File: config.mk
export PLATFORM = sky130hd
export DESIGN_NAME = regfile_write_arbiter
export DESIGN_NICKNAME = d
export VERILOG_FILES = /design/src/rtl/regfile_write_arbiter.sv
export SDC_FILE = /design/constraint.sdc
export NUM_CORES = 1
export LEC_CHECK = 0
export CAP_MARGIN = 30
export CORE_UTILIZATION = 38
export DETAILED_ROUTE_END_ITERATION = 8
export MAX_ROUTING_LAYER = met4
export PLACE_DENSITY_LB_ADDON = 0.3
export SYNTH_ARGS = -nofsm -noshare
export SYNTH_HDL_FRONTEND = slang
export SYNTH_SLANG_ARGS = --single-unit
File: constraint.sdc
create_clock -name clock -period 1.7 [get_ports clock]
set_clock_uncertainty 0.05 [all_clocks]
set_input_delay 0.34 -clock clock [delete_from_list [all_inputs] [get_ports clock]]
set_output_delay 0.34 -clock clock [all_outputs]
set_load 0.01 [all_outputs]
File: src/rtl/regfile_write_arbiter.sv
// Write-port owner for the 32x32 register bank: sequences the post-reset
// default-value load, then round-robin arbitrates core writeback and I/O
// input writes onto a single registered write port.
module regfile_write_arbiter #(
  parameter int          DATA_W   = 32,
  parameter int          ADDR_W   = 5,
  parameter int unsigned INIT_R30 = 126,
  parameter int unsigned INIT_R31 = 127
) (
  input  logic              clock,
  input  logic              reset_n,
  input  logic              core_valid,
  input  logic [ADDR_W-1:0] core_addr,
  input  logic [DATA_W-1:0] core_data,
  output logic              core_ready,
  input  logic              io_valid,
  input  logic [ADDR_W-1:0] io_addr,
  input  logic [DATA_W-1:0] io_data,
  output logic              io_ready,
  output logic              rf_we,
  output logic [ADDR_W-1:0] rf_waddr,
  output logic [DATA_W-1:0] rf_wdata,
  output logic              init_done
);

  typedef enum logic {INIT, RUN} state_t;
  typedef enum logic {LG_CORE, LG_IO} grant_t;

  state_t            state, state_nxt;
  grant_t            last_grant;
  logic [ADDR_W-1:0] ptr;
  logic [DATA_W-1:0] init_val;

  // State register
  always_ff @(posedge clock) begin
    if (!reset_n) state <= INIT;
    else          state <= state_nxt;
  end

  // Next state: INIT ends on the edge that writes the top register
  always_comb begin
    state_nxt = state;
    if (state == INIT && ptr == '1) state_nxt = RUN;
  end

  // Readies: only in RUN; on a tie the requester not granted last wins
  always_comb begin
    core_ready = 1'b0;
    io_ready   = 1'b0;
    if (state == RUN) begin
      core_ready = core_valid && (!io_valid || last_grant == LG_IO);
      io_ready   = io_valid && (!core_valid || last_grant == LG_CORE);
    end
  end

  // Default value for the register currently addressed by the init pointer
  always_comb begin
    init_val = '0;
    if (ptr == ADDR_W'(30))      init_val = DATA_W'(INIT_R30);
    else if (ptr == ADDR_W'(31)) init_val = DATA_W'(INIT_R31);
  end

  // Registered write port, init pointer, grant history and init_done
  always_ff @(posedge clock) begin
    if (!reset_n) begin
      ptr        <= ADDR_W'(1);
      rf_we      <= 1'b0;
      rf_waddr   <= '0;
      rf_wdata   <= '0;
      init_done  <= 1'b0;
      last_grant <= LG_IO;
    end else if (state == INIT) begin
      rf_we    <= 1'b1;
      rf_waddr <= ptr;
      rf_wdata <= init_val;
      ptr      <= ptr + ADDR_W'(1);
      if (ptr == '1) init_done <= 1'b1;
    end else if (core_ready) begin
      // r0 is hard-wired: the handshake completes but the write is dropped
      rf_we      <= (core_addr != '0);
      rf_waddr   <= core_addr;
      rf_wdata   <= core_data;
      last_grant <= LG_CORE;
    end else if (io_ready) begin
      rf_we      <= (io_addr != '0);
      rf_waddr   <= io_addr;
      rf_wdata   <= io_data;
      last_grant <= LG_IO;
    end else begin
      rf_we <= 1'b0;
    end
  end

endmodule
# Word-level counts from Yosys, hierarchy flattened
# Cells that the tools add are included.
[totals]
mem_bits_rw = 0
regBits = 46
mem_bits_ro = 0
output_inout_bits = 41
latchBits = 0
mem_count = 0
word_cells = 40
inputBits = 78
[op_classes]
eq_ne = 3
n_shift = 0
n_lt_le_gt_ge = 0
multipliers = 0
n_reduce_logical = 12
bitwise = 2
div = 0
addsub = 1
mux = 15
[op_table]
columns = ["operator", "count"]
rows = [
  ["two-way mux 32 bit", 3],
  ["two-way mux 5 bit", 3],
  ["two-way mux 7 bit", 2],
  ["== test 5 bit (second input constant)", 2],
  ["nonzero test 5 bit", 2],
  ["two-way mux 1 bit", 7],
  ["adder 5 x 1 -> 5 bit (second input constant)", 1],
  ["AND reduction 2 bit", 2],
  ["logical AND 1 bit", 3],
  ["inequality test 3 bit (second input constant)", 1],
  ["logical NOT 1 bit", 2],
  ["logical OR 1 bit", 2],
  ["inverter 1 bit", 2],
  ["nonzero test 2 bit", 1],
]

# Logic depth before layout (Yosys ltp)
# Gate-level depths: netlist (run 1).
[logic_depth]
depth_word = 7
depth_mapped = 7
mapped_depth_nobuf = 7

# Worst setup path after synthesis (run 1)
# No wires, ideal clock.
[synth_timing]
path_type = "flip-flop to output port"
start = "reg state"
end = "out io_ready"
arrival_time_ns = 1.076
path_stages_with_launch = 4
setup_slack_ns = 0.234
required_time_ns = 1.310
path_buffers = 2
path_cell_list = "dfxtp_1 buf_2 clkbuf_1 and2_1"
[synth_between]
elab_chain_len = 1
[synth_rtl]
columns = ["item", "line_no", "rtl"]
rows = [
  ["start, declared", "29", "state_t state, state_nxt;"],
  ["start signal, assigned", "37", "else state <= state_nxt;"],
  ["two-way mux 1 bit", "50", "if (state == RUN) begin"],
  ["end, declared", "19", "output logic io_ready,"],
]
# Every way passes these cells.

# Worst setup path after layout (run 1)
[layout_timing]
start = "reg last_grant"
end = "out core_ready"
[layout_between]
elab_chain_len = 3
[layout_rtl]
columns = ["item", "line_no", "rtl"]
rows = [
  ["start, declared", "30", "grant_t last_grant;"],
  ["start signal, assigned", "71", "last_grant <= LG_IO;"],
  ["start signal, assigned", "83", "last_grant <= LG_CORE;"],
  ["start signal, assigned", "88", "last_grant <= LG_IO;"],
  ["logical OR 1 bit", "51", "core_ready = core_valid && (!io_valid || last_grant == LG_IO);"],
  ["logical AND 1 bit", "51", ""],
  ["two-way mux 1 bit", "50", ""],
  ["end, declared", "15", "output logic core_ready,"],
]
# Every way passes these cells.

==> impl_metrics.ini, run 1 <==
[global_route]
gr-usage-all-layers_pct = 21.8
grt_overflow = 0
antenna_found_initial = 0
grt_first_pass_wirelength_um = 10100
grt_max_degree = 28
grt_pass1_vias = 2113

[drt]
vias = 2226
wl_met2_um = 2890
drt-total-wl_um = 6220
drc = 0
viasPerCell = 5.18
wl_per_cell_um = 14.5
dr_wl_met3_um = 554
ant_nets = 0
met1_length_um = 2720
routed.top_layer = met4
dr.pass1.iters = 4
first_iter_violations = 61

[synth]
synth-edff-count = 0
yosysTopAreaCell = dfxtp_1
synthCells = 233
ys.flop_type = dfxtp_1
synth_compound_area_share_pct = 27.4
synth_top_family_by_area = compound AO/OA/AOI/OAI gates
muxShareOfSynthArea_pct = 2.83
yosys-top-cells-area = dfxtp_1, a22oi_2, o21ai_1
synth_adder_area_share_pct = 1.77
synth_simple_gate_area_share_pct = 17.7
synth.avg_cell_area_um2 = 9.11
ys_types = 35
synth_seq_cells = 45
synthDominantCellAreaShare_pct = 42.5
async_reset_ff_share_pct = 0
synth_warnings = 0
synth_xor_area_share_pct = 0.825
syn-num-nets = 314
ys_seq_area_share_pct = 42.5
syn_area_um2 = 2120

[critical_path]
cp_max_fo = 4
slowest_stage = dfxtp_4
end_kind = primary output
path_cells = nand2b_1, and3_1, clkdlybuf4s15_1
critPathRequiredTime_ps = 1310
arrival_ps = 1250
path_class = flop to primary output
cpPeakStageDelay_ps = 370
critPathLaunchType = flop

[power]
power_density_nw_per_um2 = 599
peakVddDrop_mv = 0.413
design_power_total_mw = 2.10
power_frac_clock_pct = 30.4
p_switching_mw = 0.500
power_frac_comb_pct = 17.9
power_switching_share_pct = 23.9
power_leakage_nw = 1.25
p_int_mw = 1.60
sequentialPowerShare_pct = 51.7

[cells_and_area]
diodes = 0
nets = 440
regArea_um2 = 906
areaGrowthSynthToFinish_pct = 65.0
final_common_cell = clkdlybuf4s50_1
fin_cells = 430
fillers = 436
layout-drive-gt1-share_pct = 13.6
final_area_um2 = 3500
final_core_util_pct = 66.9
multi_input_area_um2 = 1070
final_cell_mix = clkdlybuf4s50_1, dfxtp_1, nand2_1

[placement]
place_congestion = 0.780
io_buffers = 118
hpwl_um = 4670
dp.cells = 422
placed_cell_area_um2 = 3420
place_ws_ps = -414

[floorplan]
core_um2 = 5240
die_height_um = 76.7
start_util_pct = 40.5
rows = 26
die_w_um = 76.7
dieArea_um2 = 5890
io_pins = 119

[sta]
fin_ws_ps = 63.7
setup_tns_ps = 0
min_period_over_period_pct = 96.3
max_freq_mhz = 611
min_period_ps = 1640
hold_slack_ps = 398
rsz0062_at_grt = no
hold_viol_final = 0
max_slew_margin_pct = 76.6
maxSlewViolCount = 0
setup_viol = 0
worst_slew_pin_slew_ps = 352

[clock_tree]
htree_levels = 2
post_cts_buffers = 0
clk_path_buf_depth = 2
clock_sinks = 45
numCtsBuffers = 5
cts_tree = yes
insertion_delay_ps = 300
clkTransAtPathRegs_ps = 80
cts_hold_buffers = 0
cts_root_buf = clkbuf_8

[run_status]
status = completed

[flow_run]
maxCapViolCount = 0

[min_path]
worstHoldPathType = flop to flop
[critical path, delay by kind of cell, from the launching register on]
kind                   cells  cell delay, ps
buffers and inverters      1             230
AND/OR/NAND/NOR            2             360
flip-flops                 1             370
[power groups by stage]
stage | registers, mW | logic (mW) | clock network, mW
floorplan | 1.11 | 0.129 | 0
global placement | 1.11 | 0.369 | 0
detailed placement | 1.11 | 0.377 | 0
CTS | 1.09 | 0.377 | 0.656
global route | 1.09 | 0.406 | 0.698
finish | 1.08 | 0.375 | 0.638
[what timing repair did]
action / 4_1_cts / 5_1_grt
setup endpoints to repair: 3 / 1
gates cloned: 0 / 0
gates resized for setup: 8 / 2
[kinds of logic (layout without fill, tap and decap cells)]
logic type | count (synthesis) | count (layout)
AOI/OAI and AO/OA | 84 | 84
muxes | 6 | 6
DFF | 45 | 45
adders and majority gates | 3 | 3
buffers and inverters | 21 | 148
and+or+nand+nor | 72 | 72
xor gates and xnor gates | 2 | 2
[flip-flops by register name, summed over array words and instances, names as in the netlist]
signal,flops
last_grant,1
ptr,5
rf_waddr,5
rf_wdata,32
rf_we,1
state,1
[synthesized netlist by cell type (5+ instances only)]
library cell	number
o21ai_1	23
nand3_1	10
a22oi_2	10
o21ai_0	15
nor2b_1	5
dfxtp_1	45
a22oi_1	15
nand2_1	30
a31oi_1	10
buf_6	6
nor2_1	7
nand3_2	7
mux2i_1	6
[metal layers]
layer / track usage (%) / vias to the layer above
met5: - / -
met1: 27.0 / 1017
met4: 4.23 / 0
met3: 5.83 / 5
met2: 35.4 / 108
li1: - / 1096
[path summary, 6_finish.rpt]
check / start / to / slack (ps) / depth (start not counted)
max: last_grant / core_ready / 60 / 3
min: rf_wdata[13] / rf_wdata[13] / 400 / 2
max reg2reg: ptr[0] / rf_wdata[3] / 130 / 7
min reg2reg: rf_wdata[13] / rf_wdata[13] / 400 / 2
[final cells by class]
type,instances,area share (%)
clock inverters,2,0.286
well taps,70,2.50
multi-input cells,167,30.7
flip-flops and latches,45,25.9
clock buffers,6,2.07
repair buffers,136,38.2
inverters,4,0.429
No activity file was read; power rests on OpenSTA's default activity.
==> run 2, diff against run 1 <==
- ABC_CLOCK_PERIOD_IN_PS: not set -> 1700
- CORE_UTILIZATION: 38 -> 60
- DONT_BUFFER_PORTS: not set -> 1
- MAX_ROUTING_LAYER: met4 -> not set
==> run 2 against run 1 <==
  * Fmax up 3.5%
  * Hold slack got worse by 370 ps
  * Utilization decreased by 2.2 points
  * Critical path depth decreased by 1
  * Largest power group unchanged
  * Highest routed layer unchanged
==> impl_metrics.ini, run 2 (synthesis gave the netlist of run 1 again) <==
[clock_tree]
clk_path_buf_depth = 2
cts_tree = yes
clkTransAtPathRegs_ps = 130
clock_sinks = 45
insertion_delay_ps = 350
htree_levels = 2
cts_root_buf = clkbuf_4
numCtsBuffers = 5
post_cts_buffers = 0

[sta]
setup_viol = 0
hold_slack_ps = 24.3
hold_viol_final = 0
min_period_over_period_pct = 93.0
rsz0062_at_grt = no
max_freq_mhz = 633
max_slew_margin_pct = 77.4
maxSlewViolCount = 0
worst_slew_pin_slew_ps = 338
setup_tns_ps = 0
min_period_ps = 1580

[critical_path]
reg2reg_to = rf_wdata[6]
r2r_setup_slack_ps = 120
cpPeakStageDelay_ps = 400
end_kind = primary output
cp_max_fo = 24
critPathRequiredTime_ps = 1310
arrival_ps = 1190
worstSetupEndpoint = io_ready
startpoint = state
slowest_stage = dfxtp_1
path_class = flop to primary output
worstRegToRegCells = 7
path_cells = buf_6, and2_1
critPathLaunchType = flop
r2r_start = ptr[1]

[power]
power_switching_share_pct = 24.6
peakVddDrop_mv = 0.497
power_leakage_nw = 0.726
p_int_mw = 1.30
power_frac_comb_pct = 8.3
power_frac_clock_pct = 28.3
sequentialPowerShare_pct = 63.4
p_switching_mw = 0.424
power_density_nw_per_um2 = 791

[global_route]
grt_first_pass_wirelength_um = 6200
grt_overflow = 0
grt_max_degree = 34
grt_pass1_vias = 1377
antenna_found_initial = 0
gr-usage-all-layers_pct = 22.4

[drt]
drt-total-wl_um = 4580
viasPerCell = 6.03
vias = 1669
dr.pass1.iters = 4
first_iter_violations = 70
drc = 0
ant_nets = 0
wl_per_cell_um = 16.5

[cells_and_area]
final_cell_mix = dfxtp_1, nand2_1, o21ai_1
final_common_cell = dfxtp_1
largest_reg_flops = 32
areaGrowthSynthToFinish_pct = 2.54
final_core_util_pct = 64.7
top_register = rf_wdata
diodes = 0
layout-drive-gt1-share_pct = 16.0
reg_top3 = rf_wdata: 32 flops, ptr: 5 flops, rf_waddr: 5 flops
fillers = 326
nets = 311

[placement]
io_buffers = 0
hpwl_um = 3250
place_congestion = 0.770

[floorplan]
rows = 21
die_height_um = 61.5
die_w_um = 61.5
core_um2 = 3360
dieArea_um2 = 3780
io_pins = 119
start_util_pct = 63.1

[run_status]
status = completed

[flow_run]
maxCapViolCount = 0

[min_path]
worstHoldPathType = input pin to flop
==> run 2: cell count changes in the layout (fill, tap and decap cells not counted), moves of 2 or more <==
cell             previous run  this run
clkdlybuf4s50_1           113         0
clkbuf_4                    0         5
dlygate4sd2_1               3         0
clkdlybuf4s15_1             2         0
clkbuf_8                    5         0
buf_4                      16         4
==> run 2: per-stage QoR <==
step / area (um^2) / instances / total power, mW / setup slack [ps]
after floorplan: 2120 / 233 / 1.24 / 234
after global placement: 2100 / 268 / 1.25 / 188
after detailed placement: 2100 / 268 / 1.26 / 140
after CTS: 2170 / 277 / 1.74 / 43.8
after global routing: 2180 / 277 / 1.80 / 33.8
final: 2180 / 277 / 1.72 / 119
==> run 2: timing repair <==
item | 4_1_cts | 5_1_grt
hold endpoints to repair | 1 | 0
gates resized for setup | 1 | 3
hold buffers | 1 | 0
endpoints found under the setup margin | 1 | 1
==> run 2: cell type report <==
type                       count  area (um^2)  share of cell area [%]
clock buffer                   6         41.3                    1.90
clock inverter                 2         10.0                   0.460
inverter                       4         15.0                   0.690
multi-input combinational    167         1080                    49.6
sequential                    45          902                    41.5
tap                           46         57.6                    2.65
timing repair buffer           7         71.3                    3.28
==> run 2: worst max-delay path: cells and delay by family (launching register included) <==
family,cells,cell delay [ps]
DFF,1,400
and+or+nand+nor,1,210
buffers and inverters,1,230
==> run 2: worst min path at each step <==
stage,startpoint,end,slack [ps],depth (start not counted)
global placement,reset_n,ptr[0],370,1
detailed placement,reset_n,ptr[0],380,1
floorplan,rf_wdata[23],rf_wdata[23],420,2
finish,reset_n,last_grant,20,1
CTS,reset_n,last_grant,10,1
global route,reset_n,last_grant,5,1
==> run 2: routing by layer <==
layer / GRT usage, % / wire [um] / up-vias
li1: - / - / 840
met1: 27.5 / 1970 / 745
met2: 37.4 / 2130 / 82
met3: 8.82 / 458 / 2
met4: 4.76 / 19 / 0
met5: 0 / 0 / -
==> run 2: power groups by stage <==
| stage | registers [mW] | logic (mW) | clock network [mW] |
|---|---|---|---|
| 2_1_floorplan | 1.11 | 0.129 | 0 |
| 3_3_place_gp | 1.11 | 0.139 | 0 |
| 3_5_place_dp | 1.11 | 0.142 | 0 |
| 4_1_cts | 1.09 | 0.145 | 0.504 |
| 5_1_grt | 1.09 | 0.160 | 0.546 |
| 6_report | 1.09 | 0.144 | 0.487 |
